===== src/rtl/gpu_pkg.sv =====
// Shared definitions for the GPU command queue: field widths, the packed
// command layout, the command type encoding and the queue FSM state codes.
package gpu_pkg;

  localparam int ADDR_W  = 32;
  localparam int OFS_W   = 16;
  localparam int IMG_W   = 16;
  localparam int COLOR_W = 16;
  localparam int DEF_XW  = 11;
  localparam int DEF_YW  = 10;

  function automatic int cmd_bits(input int xw, input int yw);
    return 1 + ADDR_W + 2 * OFS_W + IMG_W + 2 * xw + 2 * yw + COLOR_W;
  endfunction

  localparam int CMD_W = cmd_bits(DEF_XW, DEF_YW);

  typedef enum logic {
    CMD_DRAW  = 1'b0,
    CMD_CLEAR = 1'b1
  } cmd_type_e;

  // Field order is the bit order used by the queue when packing a command.
  typedef struct packed {
    cmd_type_e            kind;
    logic [ADDR_W-1:0]    address;
    logic [OFS_W-1:0]     address_x;
    logic [OFS_W-1:0]     address_y;
    logic [IMG_W-1:0]     image_width;
    logic [DEF_XW-1:0]    width;
    logic [DEF_YW-1:0]    height;
    logic [DEF_XW-1:0]    x;
    logic [DEF_YW-1:0]    y;
    logic [COLOR_W-1:0]   clear_color;
  } gpu_cmd_t;

  localparam logic [2:0] ST_IDLE      = 3'd0;
  localparam logic [2:0] ST_SETUP     = 3'd1;
  localparam logic [2:0] ST_STROBE    = 3'd2;
  localparam logic [2:0] ST_WAIT_BUSY = 3'd3;
  localparam logic [2:0] ST_WAIT_DONE = 3'd4;

endpackage


===== src/rtl/gpu_cmd_queue_if.sv =====
// Command intake and GPU control bundle between a producer/GPU pair and the queue.
interface gpu_cmd_queue_if #(
  parameter int FB_WIDTH  = 400,
  parameter int FB_HEIGHT = 240
);
  import gpu_pkg::*;

  localparam int XW = $clog2(FB_WIDTH) + 2;
  localparam int YW = $clog2(FB_HEIGHT) + 2;

  // A command transfers on a rising clk edge where cmd_valid and cmd_ready are
  // both 1; once raised, cmd_valid and the cmd_* fields hold until that edge.
  logic               cmd_valid;
  logic               cmd_ready;
  logic               cmd_is_clear;
  logic [ADDR_W-1:0]  cmd_address;
  logic [OFS_W-1:0]   cmd_address_x;
  logic [OFS_W-1:0]   cmd_address_y;
  logic [IMG_W-1:0]   cmd_image_width;
  logic [XW-1:0]      cmd_width;
  logic [YW-1:0]      cmd_height;
  logic [XW-1:0]      cmd_x;
  logic [YW-1:0]      cmd_y;
  logic [COLOR_W-1:0] cmd_clear_color;

  logic [ADDR_W-1:0]  ctrl_address;
  logic [OFS_W-1:0]   ctrl_address_x;
  logic [OFS_W-1:0]   ctrl_address_y;
  logic [IMG_W-1:0]   ctrl_image_width;
  logic [XW-1:0]      ctrl_width;
  logic [YW-1:0]      ctrl_height;
  logic [XW-1:0]      ctrl_x;
  logic [YW-1:0]      ctrl_y;
  logic [COLOR_W-1:0] ctrl_clear_color;
  logic               ctrl_draw;
  logic               ctrl_clear;
  logic               ctrl_busy;

  modport slave (
    input  cmd_valid, cmd_is_clear, cmd_address, cmd_address_x, cmd_address_y,
           cmd_image_width, cmd_width, cmd_height, cmd_x, cmd_y, cmd_clear_color,
           ctrl_busy,
    output cmd_ready, ctrl_address, ctrl_address_x, ctrl_address_y,
           ctrl_image_width, ctrl_width, ctrl_height, ctrl_x, ctrl_y,
           ctrl_clear_color, ctrl_draw, ctrl_clear
  );

  modport master (
    output cmd_valid, cmd_is_clear, cmd_address, cmd_address_x, cmd_address_y,
           cmd_image_width, cmd_width, cmd_height, cmd_x, cmd_y, cmd_clear_color,
           ctrl_busy,
    input  cmd_ready, ctrl_address, ctrl_address_x, ctrl_address_y,
           ctrl_image_width, ctrl_width, ctrl_height, ctrl_x, ctrl_y,
           ctrl_clear_color, ctrl_draw, ctrl_clear
  );

endinterface


===== src/rtl/gpu_cmd_fifo.sv =====
// Command storage: power-of-two FIFO with a registered read port and a fill level.
module gpu_cmd_fifo #(
  parameter int WIDTH = 139,
  parameter int DEPTH = 4
) (
  input  logic                     clk,
  input  logic                     rst_n,
  input  logic                     wr_en,
  input  logic [WIDTH-1:0]         wr_data,
  input  logic                     rd_en,
  output logic [WIDTH-1:0]         rd_data,
  output logic [$clog2(DEPTH):0]   level
);

  localparam int AW = $clog2(DEPTH);
  localparam int LW = AW + 1;

  logic [WIDTH-1:0] mem [DEPTH];
  logic [AW-1:0]    wr_ptr;
  logic [AW-1:0]    rd_ptr;

  always_ff @(posedge clk) begin
    if (wr_en) mem[wr_ptr] <= wr_data;
  end

  // rd_data is only loaded on a pop, so it doubles as the issue holding register.
  always_ff @(posedge clk or negedge rst_n) begin
    if (!rst_n) begin
      wr_ptr  <= '0;
      rd_ptr  <= '0;
      level   <= '0;
      rd_data <= '0;
    end else begin
      if (wr_en) wr_ptr <= wr_ptr + AW'(1);
      if (rd_en) begin
        rd_ptr  <= rd_ptr + AW'(1);
        rd_data <= mem[rd_ptr];
      end
      case ({wr_en, rd_en})
        2'b10:   level <= level + LW'(1);
        2'b01:   level <= level - LW'(1);
        default: level <= level;
      endcase
    end
  end

endmodule


===== src/rtl/gpu_cmd_queue.sv =====
// Buffers draw/clear commands and issues them one at a time to the GPU with a
// setup cycle, a single strobe cycle, and a busy/done handshake with timeout.
module gpu_cmd_queue
  import gpu_pkg::*;
#(
  parameter int FB_WIDTH     = 400,
  parameter int FB_HEIGHT    = 240,
  parameter int DEPTH        = 4,
  parameter int BUSY_TIMEOUT = 8
) (
  input  logic                    clk,
  input  logic                    rst_n,
  gpu_cmd_queue_if.slave          bus,
  output logic [$clog2(DEPTH):0]  level,
  output logic                    idle,
  output logic [15:0]             done_count,
  output logic                    timeout_err,
  output logic [2:0]              dbg_state
);

  localparam int XW = $clog2(FB_WIDTH) + 2;
  localparam int YW = $clog2(FB_HEIGHT) + 2;
  localparam int CW = cmd_bits(XW, YW);
  localparam int LW = $clog2(DEPTH) + 1;
  localparam int TW = $clog2(BUSY_TIMEOUT + 1);
  localparam logic [LW-1:0] FULL_LEVEL = LW'(DEPTH);
  localparam logic [TW-1:0] WAIT_LAST  = TW'(BUSY_TIMEOUT - 1);

  logic [2:0]    state;
  logic [TW-1:0] wait_cnt;
  logic [1:0]    run_sync;
  logic          run;
  logic          push;
  logic          pop;
  logic [CW-1:0] cmd_in;
  logic [CW-1:0] head;
  logic          head_is_clear;

  assign bus.cmd_ready = (level != FULL_LEVEL);
  assign push          = bus.cmd_valid && bus.cmd_ready;
  assign run           = run_sync[1];
  assign pop           = (state == ST_IDLE) && run && (level != '0);

  assign cmd_in = {bus.cmd_is_clear, bus.cmd_address, bus.cmd_address_x,
                   bus.cmd_address_y, bus.cmd_image_width, bus.cmd_width,
                   bus.cmd_height, bus.cmd_x, bus.cmd_y, bus.cmd_clear_color};

  gpu_cmd_fifo #(
    .WIDTH (CW),
    .DEPTH (DEPTH)
  ) u_fifo (
    .clk     (clk),
    .rst_n   (rst_n),
    .wr_en   (push),
    .wr_data (cmd_in),
    .rd_en   (pop),
    .rd_data (head),
    .level   (level)
  );

  assign {head_is_clear, bus.ctrl_address, bus.ctrl_address_x, bus.ctrl_address_y,
          bus.ctrl_image_width, bus.ctrl_width, bus.ctrl_height, bus.ctrl_x,
          bus.ctrl_y, bus.ctrl_clear_color} = head;

  // Issue is held off until reset release has passed through two flops.
  always_ff @(posedge clk or negedge rst_n) begin
    if (!rst_n) run_sync <= 2'b00;
    else        run_sync <= {run_sync[0], 1'b1};
  end

  always_ff @(posedge clk or negedge rst_n) begin
    if (!rst_n) begin
      state       <= ST_IDLE;
      wait_cnt    <= '0;
      done_count  <= '0;
      timeout_err <= 1'b0;
    end else begin
      case (state)
        ST_IDLE: begin
          if (pop) state <= ST_SETUP;
        end
        ST_SETUP: begin
          state <= ST_STROBE;
        end
        ST_STROBE: begin
          state    <= ST_WAIT_BUSY;
          wait_cnt <= '0;
        end
        ST_WAIT_BUSY: begin
          if (bus.ctrl_busy) begin
            state <= ST_WAIT_DONE;
          end else if (wait_cnt == WAIT_LAST) begin
            // GPU never acknowledged: retire the command so the queue keeps draining.
            timeout_err <= 1'b1;
            done_count  <= done_count + 16'd1;
            state       <= ST_IDLE;
          end else begin
            wait_cnt <= wait_cnt + TW'(1);
          end
        end
        ST_WAIT_DONE: begin
          if (!bus.ctrl_busy) begin
            done_count <= done_count + 16'd1;
            state      <= ST_IDLE;
          end
        end
        default: state <= ST_IDLE;
      endcase
    end
  end

  assign bus.ctrl_draw  = (state == ST_STROBE) && (head_is_clear == CMD_DRAW);
  assign bus.ctrl_clear = (state == ST_STROBE) && (head_is_clear == CMD_CLEAR);
  assign idle           = (state == ST_IDLE) && (level == '0);
  assign dbg_state      = state;

endmodule

===== src/flat_wrapper.sv =====
// flat-port wrapper written by rule: the top's interface ports become plain ports
module gpu_cmd_queue_flat import gpu_pkg::*;
#(
  parameter int FB_WIDTH     = 400,
  parameter int FB_HEIGHT    = 240,
  parameter int DEPTH        = 4,
  parameter int BUSY_TIMEOUT = 8
)
  (clk, rst_n, level, idle, done_count, timeout_err, dbg_state, bus_cmd_valid, bus_cmd_is_clear, bus_cmd_address, bus_cmd_address_x, bus_cmd_address_y, bus_cmd_image_width, bus_cmd_width, bus_cmd_height, bus_cmd_x, bus_cmd_y, bus_cmd_clear_color, bus_ctrl_busy, bus_cmd_ready, bus_ctrl_address, bus_ctrl_address_x, bus_ctrl_address_y, bus_ctrl_image_width, bus_ctrl_width, bus_ctrl_height, bus_ctrl_x, bus_ctrl_y, bus_ctrl_clear_color, bus_ctrl_draw, bus_ctrl_clear);
  gpu_cmd_queue_if #(.FB_WIDTH(FB_WIDTH), .FB_HEIGHT(FB_HEIGHT)) bus_i ();
  input  logic clk;
  input  logic rst_n;
  output logic [$clog2(DEPTH):0] level;
  output logic idle;
  output logic [15:0] done_count;
  output logic timeout_err;
  output logic [2:0] dbg_state;
  input wire logic [$bits(bus_i.cmd_valid)-1:0] bus_cmd_valid;
  input wire logic [$bits(bus_i.cmd_is_clear)-1:0] bus_cmd_is_clear;
  input wire logic [$bits(bus_i.cmd_address)-1:0] bus_cmd_address;
  input wire logic [$bits(bus_i.cmd_address_x)-1:0] bus_cmd_address_x;
  input wire logic [$bits(bus_i.cmd_address_y)-1:0] bus_cmd_address_y;
  input wire logic [$bits(bus_i.cmd_image_width)-1:0] bus_cmd_image_width;
  input wire logic [$bits(bus_i.cmd_width)-1:0] bus_cmd_width;
  input wire logic [$bits(bus_i.cmd_height)-1:0] bus_cmd_height;
  input wire logic [$bits(bus_i.cmd_x)-1:0] bus_cmd_x;
  input wire logic [$bits(bus_i.cmd_y)-1:0] bus_cmd_y;
  input wire logic [$bits(bus_i.cmd_clear_color)-1:0] bus_cmd_clear_color;
  input wire logic [$bits(bus_i.ctrl_busy)-1:0] bus_ctrl_busy;
  output wire logic [$bits(bus_i.cmd_ready)-1:0] bus_cmd_ready;
  output wire logic [$bits(bus_i.ctrl_address)-1:0] bus_ctrl_address;
  output wire logic [$bits(bus_i.ctrl_address_x)-1:0] bus_ctrl_address_x;
  output wire logic [$bits(bus_i.ctrl_address_y)-1:0] bus_ctrl_address_y;
  output wire logic [$bits(bus_i.ctrl_image_width)-1:0] bus_ctrl_image_width;
  output wire logic [$bits(bus_i.ctrl_width)-1:0] bus_ctrl_width;
  output wire logic [$bits(bus_i.ctrl_height)-1:0] bus_ctrl_height;
  output wire logic [$bits(bus_i.ctrl_x)-1:0] bus_ctrl_x;
  output wire logic [$bits(bus_i.ctrl_y)-1:0] bus_ctrl_y;
  output wire logic [$bits(bus_i.ctrl_clear_color)-1:0] bus_ctrl_clear_color;
  output wire logic [$bits(bus_i.ctrl_draw)-1:0] bus_ctrl_draw;
  output wire logic [$bits(bus_i.ctrl_clear)-1:0] bus_ctrl_clear;
  assign bus_i.cmd_valid = bus_cmd_valid;
  assign bus_i.cmd_is_clear = bus_cmd_is_clear;
  assign bus_i.cmd_address = bus_cmd_address;
  assign bus_i.cmd_address_x = bus_cmd_address_x;
  assign bus_i.cmd_address_y = bus_cmd_address_y;
  assign bus_i.cmd_image_width = bus_cmd_image_width;
  assign bus_i.cmd_width = bus_cmd_width;
  assign bus_i.cmd_height = bus_cmd_height;
  assign bus_i.cmd_x = bus_cmd_x;
  assign bus_i.cmd_y = bus_cmd_y;
  assign bus_i.cmd_clear_color = bus_cmd_clear_color;
  assign bus_i.ctrl_busy = bus_ctrl_busy;
  assign bus_cmd_ready = bus_i.cmd_ready;
  assign bus_ctrl_address = bus_i.ctrl_address;
  assign bus_ctrl_address_x = bus_i.ctrl_address_x;
  assign bus_ctrl_address_y = bus_i.ctrl_address_y;
  assign bus_ctrl_image_width = bus_i.ctrl_image_width;
  assign bus_ctrl_width = bus_i.ctrl_width;
  assign bus_ctrl_height = bus_i.ctrl_height;
  assign bus_ctrl_x = bus_i.ctrl_x;
  assign bus_ctrl_y = bus_i.ctrl_y;
  assign bus_ctrl_clear_color = bus_i.ctrl_clear_color;
  assign bus_ctrl_draw = bus_i.ctrl_draw;
  assign bus_ctrl_clear = bus_i.ctrl_clear;
  gpu_cmd_queue #(.FB_WIDTH(FB_WIDTH), .FB_HEIGHT(FB_HEIGHT), .DEPTH(DEPTH), .BUSY_TIMEOUT(BUSY_TIMEOUT)) u_core (.clk(clk), .rst_n(rst_n), .bus(bus_i), .level(level), .idle(idle), .done_count(done_count), .timeout_err(timeout_err), .dbg_state(dbg_state));
endmodule

===== config.mk =====
export PLATFORM = sky130hd
export DESIGN_NAME = gpu_cmd_queue_flat
export DESIGN_NICKNAME = d
export VERILOG_FILES = /design/src/rtl/gpu_pkg.sv /design/src/rtl/gpu_cmd_queue_if.sv /design/src/rtl/gpu_cmd_fifo.sv /design/src/rtl/gpu_cmd_queue.sv /design/src/flat_wrapper.sv
export SDC_FILE = /design/constraint.sdc
export NUM_CORES = 1
export LEC_CHECK = 0
export ABC_CLOCK_PERIOD_IN_PS = 5900
export CORE_ASPECT_RATIO = 1.75
export CORE_MARGIN = 3
export CORE_UTILIZATION = 45
export CTS_CLUSTER_SIZE = 12
export DETAILED_ROUTE_END_ITERATION = 16
export PLACE_DENSITY_LB_ADDON = 0.25
export SYNTH_ARGS = -nofsm -noshare
export SYNTH_HDL_FRONTEND = slang
export SYNTH_SLANG_ARGS = --single-unit

===== constraint.sdc =====
create_clock -name clk -period 5.9 [get_ports clk]
set_clock_uncertainty 0.2 [all_clocks]
set_input_delay 1.18 -clock clk [delete_from_list [all_inputs] [get_ports clk]]
set_output_delay 1.18 -clock clk [all_outputs]
set_load 0.005 [all_outputs]

Word level (Yosys, flattened, before mapping)
Memories as Yosys holds them, arrays and structs flattened. A register that Yosys moved wholly into a read port is not among the register bits.
Index checks and enable logic that the tools add are counted.
Storage, ports and cells
  bits in registers: 33
  bits in writable memories: 556
  input port bits: 143
  memories: 1
Memories
  u_core.u_fifo.mem: words 4, bits a word 139, rd ports 1, clocked after Yosys merged registers in 1, write ports 1, line gpu_cmd_fifo.sv:18  | logic [WIDTH-1:0] mem [DEPTH];
Operators by class
  add/sub/neg operators: 6
  equality and inequality tests: 14
  mux-type cells: 15
  bitwise operators: 2
  reductions and logical operators: 17
Operators by type and width (number)
  16-bit two-way mux: 3
  16-bit one-hot mux with 2 select lines: 1
  16-bit by 1-bit adder with 16-bit output (second input constant): 1
  3-bit one-hot mux with 5 select lines: 1
  3-bit two-way mux: 4
  3-bit AND reduction: 3
  4-bit two-way mux: 2
  2-bit inequality test (second input constant): 4
  4-bit one-hot mux with 2 select lines: 1
  3-bit by 2-bit == test with 1-bit output (second input constant): 2
  1-bit logical AND: 6
  3-bit zero test: 2
  3-bit one-hot mux with 2 select lines: 1
  2-bit nonzero test: 3
  2-bit by 1-bit adder with 2-bit output (second input constant): 2
  4-bit by 1-bit adder with 4-bit output (second input constant): 1
  4-bit by 3-bit == test with 1-bit output (second input constant): 1
  4-bit AND reduction: 1
  3-bit by 1-bit adder with 3-bit output (second input constant): 1
  3-bit by 1-bit == test with 1-bit output (second input constant): 1
  3-bit == test (second input constant): 1
  3-bit by 2-bit inequality test with 1-bit output (second input constant): 1
  3-bit inequality test (second input constant): 1
  3-bit nonzero test: 1
  7 further kinds: 9

Logic depth before layout (Yosys ltp)
Gate-level depths: netlist of the first run.
  word-level depth: 5
  mapped depth: 10
  gate-level depth less buffers: 10

Modules after synthesis
Synthesis of the first run repeated with hierarchy kept, for this count alone.
Second synthesis, totals
  cells, all modules: 1486
  area, all modules: 27576.4 um^2
By module, submodules not included
  gpu_cmd_fifo: instances 1, cells each 1361, area an instance 26243.9 um^2, seq. area each 20349.5 um^2
  gpu_cmd_queue: instances 1, cells each 125, area an instance 1332.5 um^2, seq. area each 650.6 um^2

Worst setup path before layout of the first run
No wires, ideal clock.
  path type: input-to-reg
  start point: input port bus_cmd_valid
  end point: memory u_core.u_fifo.mem[0][0] (enable)
  library setup time: 0.516 ns
  arrival time: 4.408 ns
  data required time: 5.184 ns
  slack: 0.776 ns
  stages on the path: 1
  cells stage by stage: and3_1
On the way
  cells in the longest elaborated chain, start to end: 3
RTL lines
  start, declared: line flat_wrapper.sv:18  | input wire logic [$bits(bus_i.cmd_valid)-1:0] bus_cmd_valid;
  1-bit logical AND: line gpu_cmd_queue.sv:40  | assign push = bus.cmd_valid && bus.cmd_ready;
  1-bit two-way mux: line gpu_cmd_fifo.sv:23  | if (wr_en) mem[wr_ptr] <= wr_data;
  1-bit two-way mux (not written as such): line gpu_cmd_fifo.sv:23
  end, declared: line gpu_cmd_fifo.sv:18
No other way between the ends.

Final worst setup path of the first run
  start point: register u_core.state[1], in the netlist u_core.dbg_state[1]
  end point: output port bus_ctrl_clear
On the way
  cells in the longest elaborated chain, start to end: 2
RTL lines
  start, declared: line gpu_cmd_queue.sv:29  | logic [2:0] state;
  start signal, assigned: line gpu_cmd_queue.sv:73  | state <= ST_IDLE;
  start signal, assigned: line gpu_cmd_queue.sv:80  | if (pop) state <= ST_SETUP;
  start signal, assigned: line gpu_cmd_queue.sv:83  | state <= ST_STROBE;
  3-bit by 2-bit == test with 1-bit output: line gpu_cmd_queue.sv:113  | assign bus.ctrl_clear = (state == ST_STROBE) && (head_is_clear == CMD_CLEAR);
  1-bit logical AND: line gpu_cmd_queue.sv:113
  end, declared: line flat_wrapper.sv:41  | output wire logic [$bits(bus_i.ctrl_clear)-1:0] bus_ctrl_clear;
No other way between the ends.

==> results of run 1 <==
layout make-up:
type	instances	share of cell area, %
antenna	2	0.01514
clock buffer	123	6.155
clock inverter	10	0.3899
inverter	10	0.1136
multi-input combinational	383	16.88
sequential	728	63.55
tap	793	3.002
timing repair buffer	321	9.891
worst min-delay path by stage:
stage,start,to,slack [ps]
final,u_core.run_sync[0],u_core.run_sync[1],150
after global routing,u_core.run_sync[0],u_core.run_sync[1],160
after CTS,u_core.run_sync[0],u_core.run_sync[1],150
after detailed placement,u_core.run_sync[0],u_core.run_sync[1],140
after global placement,u_core.run_sync[0],u_core.run_sync[1],140
after floorplan,u_core.run_sync[0],u_core.run_sync[1],130
logic make-up (layout without fill, tap and decap cells):
group | count (synthesis) | count (layout)
buf+inv | 200 | 464
other cells | 1 | 3
mux | 282 | 282
compound gates | 15 | 15
simple gates | 56 | 56
flops | 728 | 728
fa+ha+maj | 8 | 8
xor+xnor | 21 | 21
registers in the layout, indices dropped and copies added, names as in the netlist:
register,count
u_core.u_fifo.mem,556
u_core.u_fifo.rd_data,139
u_core.done_count,16
u_core.wait_cnt,4
u_core.dbg_state,3
u_core.u_fifo.level,3
u_core.run_sync,2
u_core.u_fifo.rd_ptr,2
u_core.u_fifo.wr_ptr,2
u_core.timeout_err,1
cell usage after synthesis (all sizes together), types with 2 or more instances:
cell	n	area, µm²
mux2	142	1599
a21oi	3	15.01
nor3b	2	15.01
nor4	4	67.56
inv	10	37.54
clkbuf	9	33.78
nor3	7	35.03
and2	2	12.51
mux4	139	3131
nor4b	3	53.80
buf	181	1286
a31o	2	17.52
nor2b	2	12.51
xor2	13	113.9
xnor2	8	70.07
edfxtp	556	16700
and3	4	25.02
or3	2	12.51
dfrtp	172	4304
a22o	2	17.52
nand4	2	18.77
nor2	11	41.29
ha	7	87.58
nand3	3	15.01
nand2	9	33.78
per-stage QoR:
step	worst slack [ps]	cell area (µm²)	hold slack (ps)	power, µW	util, %
after floorplan	775.5	27920	131.2	10860	-
after global placement	2364	30890	136.0	12250	50.42
after detailed placement	2293	30890	135.8	12370	50.42
after CTS	1845	33050	149.9	16680	53.95
after global routing	1792	33050	161.4	17190	53.95
final	2027	33060	145.8	16350	53.96
power breakdown:
part	internal (µW)	total, µW	switching, µW
registers	6940	7630	698
logic	2590	4460	1870
clock network	2410	4250	1850
total	11900	16300	4410
layer usage:
metal | track usage, % | vias to the layer above | share of wire (%)
met5 | 0 | - | 0.070
met4 | 5.550 | 6 | 2.0
met3 | 4.658 | 72 | 6.3
met2 | 30.58 | 353 | 52
met1 | 21.57 | 6582 | 39
li1 | - | 5456 | -
==> reports/results.ini, run 1 <==
[sta]
setup_viol = 0
worst_slew_pin_slew_ps = 924.2
rsz0062_at_grt = no
fin_crit_ps = 3873
max_freq_ghz = 0.2582
slew_headroom_pct = 38.39
drv_slew = 0
hold_violations = 0
period_share_pct = 65.64
tns_ps = 0

[floorplan]
die_x_um = 194.3
die_y_um = 335.5
rows = 120
initial_core_util_pct = 45.57
core_area_um2 = 61260
dieArea_um2 = 65180
ios = 308

[status]
status = completed

[global_route]
grt-ovfl-total = 0
grt_pass1_vias = 13710
track_usage_pct = 17.57
antenna_found_initial = 7
grt_pass1_wl_um = 86700
grt_max_degree = 142

[critical_path]
r2r_slack_ps = 2960
critical-path-top-delay-family = simple AND/OR/NAND/NOR gates
critPathLaunchType = flip-flop
endpoint_kind = primary output
cpPeakStageDelay_ps = 600
reg2reg_depth = 3
critical_path_buf_inv_count = 1
crit_end = bus_ctrl_clear
crit_start = u_core.dbg_state[1]
required_ps = 4520
worstPathCellList = nand2b_1 > nor3b_1 > clkdlybuf4s50_1
cp_slowest_cell = clkdlybuf4s50_1
critPathKind = reg -> out
r2r-end = u_core.u_fifo.rd_data[53]
r2r-start = u_core.u_fifo.rd_ptr[0]
cp.depth = 3
critPathArrivalTime_ps = 2490
crit_fanout = 9

[placement]
io_buffer_count = 307
place_inst = 2235
gp_congestion = 0.7214
dp_hpwl_um = 34800

[final_layout]
seq_area_um2 = 21010
drive_gt1_share_pct = 25.40
final_common_cell = edfxtp_1
syn_to_final_growth_pct = 18.40
fin_nets = 1667
fillers = 4749
multi_input_comb_area_um2 = 5580
fin_cells = 2370
final_cell_mix = edfxtp_1 (556), clkdlybuf4s50_1 (306), dfrtp_1 (170), mux2_2 (142), mux4_2 (139)

[logic_synthesis]
yosys_register_bits = 728
synth_fa_ha_area_share_pct = 0.3854
synth_top_family_by_area = multiplexers
synthSimpleGateAreaFrac_pct = 1.389
synth.net_count = 1462
synthFlopType = edfxtp_1
async_flop_share_pct = 23.63
syn_area_per_cell_um2 = 21.30
synth-edff-count = 556
synth_xor_area_share_pct = 0.6588
muxShareOfSynthArea_pct = 16.98
synth_compound_area_share_pct = 0.4930
yosys.cell_types.count = 47
synth-seq-area-share_pct = 75.22
synth_warnings = 0
netlist_instances = 1311
synth_area_um2 = 27920

[routing]
firstDrtPassIters = 4
wl_um = 56880
drcViolationCount = 0
ant_nets = 0
wl_per_cell_um = 24.00
vias_per_cell = 5.261
drt_iter0_markers = 590
vias = 12470

[cts]
numCtsBuffers = 72
cts-htree-levels = 3
postCtsHoldBufs = 0
cts_resized = 0
post_cts_buffers = 0
cts_tree = yes
clockBufferDepth = 3
clk_pin_slew_ps = 60
cts_num_sinks = 728
cts_root_buf = clkbuf_16
clk_latency_ps = 610

[min_path]
min_path_type = reg -> reg
whs_path_depth = 0

[power_and_ir_drop]
p_leak_uw = 0.01131
max-vdd-ir-drop_v = 0.0003496
powerDensity_nw_per_um2 = 494.6

[job]
maxCapViolations = 0

No activity file was read; power rests on OpenSTA's default activity.
==> inputs of run 2 (changes only) <==
ABC_CLOCK_PERIOD_IN_PS = 3500   (was 5900)
clock period = 3.5 ns   (was 5.9 ns; I/O delays follow)
==> run 2 against run 1 <==
Effect of this change: first-iteration DRC count is 17% higher; cell area is 0.66% higher; combinational power is 74% higher; global-route usage is 0.29 points lower; non-clock buffer count is 16 higher; sequential share of layout area is 0.42 points lower; critical path type unchanged.
==> reports/results.ini, run 2 (same netlist as run 1, synthesis figures left out) <==
[status]
status = completed

[critical_path]
cp_slowest_cell = dfrtp_1
worstPathCellList = nand2b_1 > nor3_1 > clkdlybuf4s50_1
critical-path-top-delay-family = flip-flops
critPathLaunchType = flip-flop
r2r-end = u_core.u_fifo.rd_data[93]
endpoint_kind = primary output
r2r_slack_ps = 920  ; -2040 ps
cpPeakStageDelay_ps = 590  ; about the same
required_ps = 2600  ; -1920 ps
critPathKind = reg -> out
critPathArrivalTime_ps = 2280  ; -210 ps
critical_path_buf_inv_count = 1  ; unchanged
r2r-start = u_core.dbg_state[0]
reg2reg_depth = 3  ; unchanged
crit_fanout = 9  ; unchanged

[final_layout]
fin_nets = 1683  ; +0.96%
reg_top3 = u_core.u_fifo.mem: 556 flops, u_core.u_fifo.rd_data: 139 flops, u_core.done_count: 16 flops
drive_gt1_share_pct = 26.13  ; +0.74 points
largest_reg_flops = 556  ; unchanged
syn_to_final_growth_pct = 19.18
max_flop_register = u_core.u_fifo.mem
final_common_cell = edfxtp_1
final_cell_mix = edfxtp_1 (556), clkdlybuf4s50_1 (306), dfrtp_1 (170), mux2_2 (142), mux4_2 (139)

[routing]
wl_per_cell_um = 23.46  ; -2.3%
firstDrtPassIters = 5  ; +1
wl_um = 56000  ; -1.5%
vias_per_cell = 5.294  ; +0.62%
ant_nets = 0  ; unchanged
drcViolationCount = 0  ; unchanged
drt_iter0_markers = 688  ; +17%
vias = 12640  ; +1.3%

[floorplan]
dieArea_um2 = 65180  ; unchanged
die_x_um = 194.3  ; unchanged
core_area_um2 = 61260  ; unchanged
initial_core_util_pct = 45.57  ; unchanged
ios = 308  ; unchanged
die_y_um = 335.5  ; unchanged
rows = 120  ; unchanged

[min_path]
whs_path_depth = 0  ; unchanged
min_path_type = reg -> reg
hp-start = u_core.run_sync[0]
hold_path_end = u_core.run_sync[1]

[cts]
clk_pin_slew_ps = 60  ; about the same
clk_latency_ps = 590  ; -20 ps
cts_root_buf = clkbuf_16
cts_num_sinks = 728  ; unchanged
cts-htree-levels = 3  ; unchanged
numCtsBuffers = 72  ; unchanged
cts_resized = 0  ; unchanged
clockBufferDepth = 3  ; unchanged
cts_tree = yes

[sta]
tns_ps = 0  ; unchanged
max_freq_ghz = 0.3142
setup_viol = 0  ; unchanged
period_share_pct = 90.94
rsz0062_at_grt = no
slew_headroom_pct = 40.02  ; +1.6 points
holdWs_ps = 149.8  ; +3.971 ps
drv_slew = 0  ; unchanged
worst_slew_pin_slew_ps = 899.7  ; -24.53 ps
fin_crit_ps = 3183
hold_violations = 0  ; unchanged

[power_and_ir_drop]
max-vdd-ir-drop_v = 0.0005163  ; +48%
powerDensity_nw_per_um2 = 830.1  ; +68%
p_leak_uw = 0.01141  ; +0.92%

[global_route]
grt_max_degree = 142  ; unchanged
track_usage_pct = 17.29  ; -0.29 points
grt_pass1_vias = 13910  ; +1.4%
grt_pass1_wl_um = 85720  ; -1.1%
antenna_found_initial = 11  ; +4
grt-ovfl-total = 0  ; unchanged

[placement]
io_buffer_count = 307  ; unchanged
gp_congestion = 0.7346  ; +1.8%
dp_hpwl_um = 34060  ; -2.1%

[job]
maxCapViolations = 0  ; unchanged

run 2: cell types whose count changed in the layout (fill, tap and decap cells not counted):
| cell | before | now |
|---|---|---|
| bufinv_16 | 1 | 0 |
| clkinv_2 | 1 | 5 |
| inv_16 | 1 | 0 |
| inv_8 | 1 | 0 |
| clkinv_8 | 2 | 1 |
| clkbuf_16 | 73 | 74 |
| diode_2 | 2 | 6 |
| buf_4 | 7 | 11 |
| inv_6 | 3 | 2 |
| dlygate4sd3_1 | 0 | 1 |
| clkbuf_1 | 48 | 45 |
| buf_12 | 7 | 18 |
run 2: worst max path at each step:
stage	from	to	slack, ps	cells past startpoint
floorplan	bus_cmd_valid	u_core.u_fifo.mem[0][0]	440	1
global placement	bus_cmd_valid	u_core.u_fifo.level[2]	720	9
detailed placement	bus_ctrl_busy	u_core.done_count[14]	670	5
CTS	u_core.dbg_state[1]	bus_ctrl_draw	250	3
global route	u_core.dbg_state[1]	bus_ctrl_clear	200	3
finish	u_core.dbg_state[1]	bus_ctrl_draw	320	3
run 2: metrics by stage:
step / utilization [%] / cell area [µm²] / worst slack, ps / cells / power [µW]
after detailed placement: 50.83 / 31140 / 672.0 / 2250 / 21020
after CTS: 54.29 / 33260 / 252.2 / 2381 / 28160
final: 54.32 / 33270 / 317.2 / 2387 / 27620
after floorplan: - / 27920 / 436.2 / 1311 / 18200
after global routing: 54.31 / 33270 / 203.6 / 2385 / 29060
after global placement: 50.83 / 31140 / 722.0 / 2250 / 20820
run 2: timing repair:
| item | CTS | global route |
|---|---|---|
| endpoints found under the hold margin | 57 | 0 |
| hold buffers | 1 | 0 |
| setup buffers | 0 | 0 |
run 2: per-layer routing:
layer	GRT usage [%]	routed length (µm)	vias to the layer above
li1	-	-	5493
met3	4.758	3713	79
met5	0	80	-
met2	29.54	28610	357
met1	21.57	22410	6697
met4	5.535	1181	10
run 2: final cells by class:
type	count	area [µm²]
clock buffers	121	2048
repair buffers	337	3530
multi-input cells	383	5580
clock inverters	9	62.56
inverters	10	37.54
diodes	6	15.01
fillers	4761	27990
well taps	793	992.2
flip-flops and latches	728	21010
run 2: power breakdown:
part | total, µW | internal [µW] | leakage [µW] | switching, µW
sequential | 12800 | 11700 | 0.00717 | 1150
combinational | 7740 | 4560 | 0.00323 | 3180
clock | 7050 | 3990 | 0.00102 | 3060
==> inputs of run 3 (changes only) <==
==> constraint.sdc (replaced) <==
create_clock -name clk -period 3.5 [get_ports clk]
set_clock_uncertainty 0.2 [all_clocks]
set_input_delay 0.875 -clock clk [delete_from_list [all_inputs] [get_ports clk]]
set_output_delay 0.875 -clock clk [all_outputs]
set_load 0.005 [all_outputs]
==> run 3 against run 2 <==
Effect of this change: sequential cell count did not move; final cell count barely moved; core utilization rose by 0.11 points; sequential power barely moved; worst hold slack got worse by 91 ps; global-route usage rose by 0.26 points; sequential share of layout area fell by 0.12 points; via count fell by 0.18%; die area did not move.
==> reports/results.ini, run 3 (same netlist as run 1, synthesis figures left out) <==
[critical_path]
worstPathCellList = nand2b_1 > nor3b_1 > clkdlybuf4s50_1
critical-path-top-delay-family = flip-flops
required_ps = 2420  ; -180 ps
crit_fanout = 9  ; unchanged
cp_slowest_cell = dfrtp_1
cpPeakStageDelay_ps = 570  ; -20 ps
critPathKind = reg -> out
critical_path_buf_inv_count = 1  ; unchanged
critPathArrivalTime_ps = 2250  ; -30 ps
critPathLaunchType = flip-flop
cp.depth = 3  ; unchanged
endpoint_kind = primary output
reg2reg_depth = 7  ; +4

[floorplan]
dieArea_um2 = 65180  ; unchanged
initial_core_util_pct = 45.57  ; unchanged
core_area_um2 = 61260  ; unchanged
die_x_um = 194.3  ; unchanged
ios = 308  ; unchanged
die_y_um = 335.5  ; unchanged
rows = 120  ; unchanged

[final_layout]
max_flop_register = u_core.u_fifo.mem
drive_gt1_share_pct = 25.99  ; -0.14 points
reg_top3 = u_core.u_fifo.mem: 556 flops, u_core.u_fifo.rd_data: 139 flops, u_core.done_count: 16 flops
syn_to_final_growth_pct = 19.41
final_common_cell = edfxtp_1
fin_nets = 1680  ; -0.18%
largest_reg_flops = 556  ; unchanged
final_cell_mix = edfxtp_1 (556), clkdlybuf4s50_1 (306), dfrtp_1 (170), mux2_2 (142), mux4_2 (139)
fin_cells = 2388  ; +0.042%

[sta]
period_share_pct = 95.05  ; +4.1 points
setup_viol = 0  ; unchanged
fin_crit_ps = 3327  ; +143.9 ps
slew_headroom_pct = 39.74  ; -0.28 points
worst_slew_pin_slew_ps = 903.9  ; +4.216 ps
drv_slew = 0  ; unchanged
hold_violations = 0  ; unchanged
rsz0062_at_grt = no
tns_ps = 0  ; unchanged
max_freq_ghz = 0.3006  ; -4.3%

[cts]
cts_num_sinks = 728  ; unchanged
clk_latency_ps = 600  ; about the same
cts_tree = yes
postCtsHoldBufs = 0  ; -1
cts-htree-levels = 3  ; unchanged
post_cts_buffers = 0  ; unchanged
cts_root_buf = clkbuf_16
cts_resized = 0  ; unchanged
numCtsBuffers = 72  ; unchanged
clk_pin_slew_ps = 60  ; about the same
clockBufferDepth = 3  ; unchanged

[routing]
vias_per_cell = 5.282  ; -0.22%
vias = 12610  ; -0.18%
drt_iter0_markers = 693  ; +0.73%
drcViolationCount = 0  ; unchanged
ant_nets = 0  ; unchanged
wl_um = 56630  ; +1.1%
wl_per_cell_um = 23.71  ; +1.1%
firstDrtPassIters = 5  ; unchanged

[global_route]
antenna_found_initial = 15  ; +4
grt_max_degree = 80  ; -44%
grt-ovfl-total = 0  ; unchanged
grt_pass1_wl_um = 86710  ; +1.2%
grt_pass1_vias = 13840  ; -0.45%
track_usage_pct = 17.55  ; +0.26 points

[power_and_ir_drop]
powerDensity_nw_per_um2 = 834.7  ; +0.55%
p_leak_uw = 0.01143  ; +0.15%
max-vdd-ir-drop_v = 0.0004854  ; -6.0%

[job]
maxCapViolations = 0  ; unchanged

[placement]
io_buffer_count = 307  ; unchanged
dp_hpwl_um = 35040  ; +2.9%
place_inst = 2248  ; -0.089%
gp_congestion = 0.7354  ; +0.11%

[min_path]
min_path_type = in -> async

[status]
status = completed

-- run 3: final cells by class --
cell class	count	area (µm²)
Fill cell	4781	27920
Sequential cell	728	21010
Multi-Input combinational cell	383	5580
Timing Repair Buffer	334	3492
Clock buffer	127	2156
Tap cell	793	992.2
Clock inverter	3	47.55
Inverter	10	37.54
Antenna cell	10	25.02
-- run 3: final timing paths --
check / to / slack, ps / start
max reg2reg: u_core.u_fifo.level[2] / 1010 / u_core.dbg_state[0]
max: bus_ctrl_clear / 170 / u_core.dbg_state[1]
max in group asynchronous: u_core.u_fifo.rd_data[15] / 2180 / rst_n
min: u_core.u_fifo.rd_data[120] / 60 / rst_n
min in group clk: u_core.run_sync[1] / 160 / u_core.run_sync[0]
min reg2reg: u_core.run_sync[1] / 160 / u_core.run_sync[0]
-- run 3: through the flow --
step / hold slack (ps) / setup WS, ps / power, µW / instance area, µm² / util, %
after global placement: 133.3 / 529.9 / 20800 / 31110 / 50.78
after floorplan: 131.2 / 261.2 / 18200 / 27920 / -
after global routing: 69.88 / 60.22 / 29280 / 33330 / 54.40
after detailed placement: 151.1 / 540.6 / 20980 / 31110 / 50.78
final: 58.77 / 173.2 / 27830 / 33340 / 54.42
after CTS: 36.48 / 131.9 / 28390 / 33310 / 54.38
-- run 3: power by group --
part | internal, µW | switching [µW] | leakage (µW)
logic | 4510 | 3300 | 0.00321
registers | 11700 | 1050 | 0.00717
clock network | 4240 | 3040 | 0.00105
total | 20400 | 7390 | 0.0114
-- run 3: per-layer routing --
layer  global-route usage (%)  wire length (µm)  vias up
li1                         -                 -     5492
met3                    4.567              3407       91
met1                    22.32             22880     6682
met5                        0                89        -
met4                    5.887              1141       12
met2                    29.59             29110      336
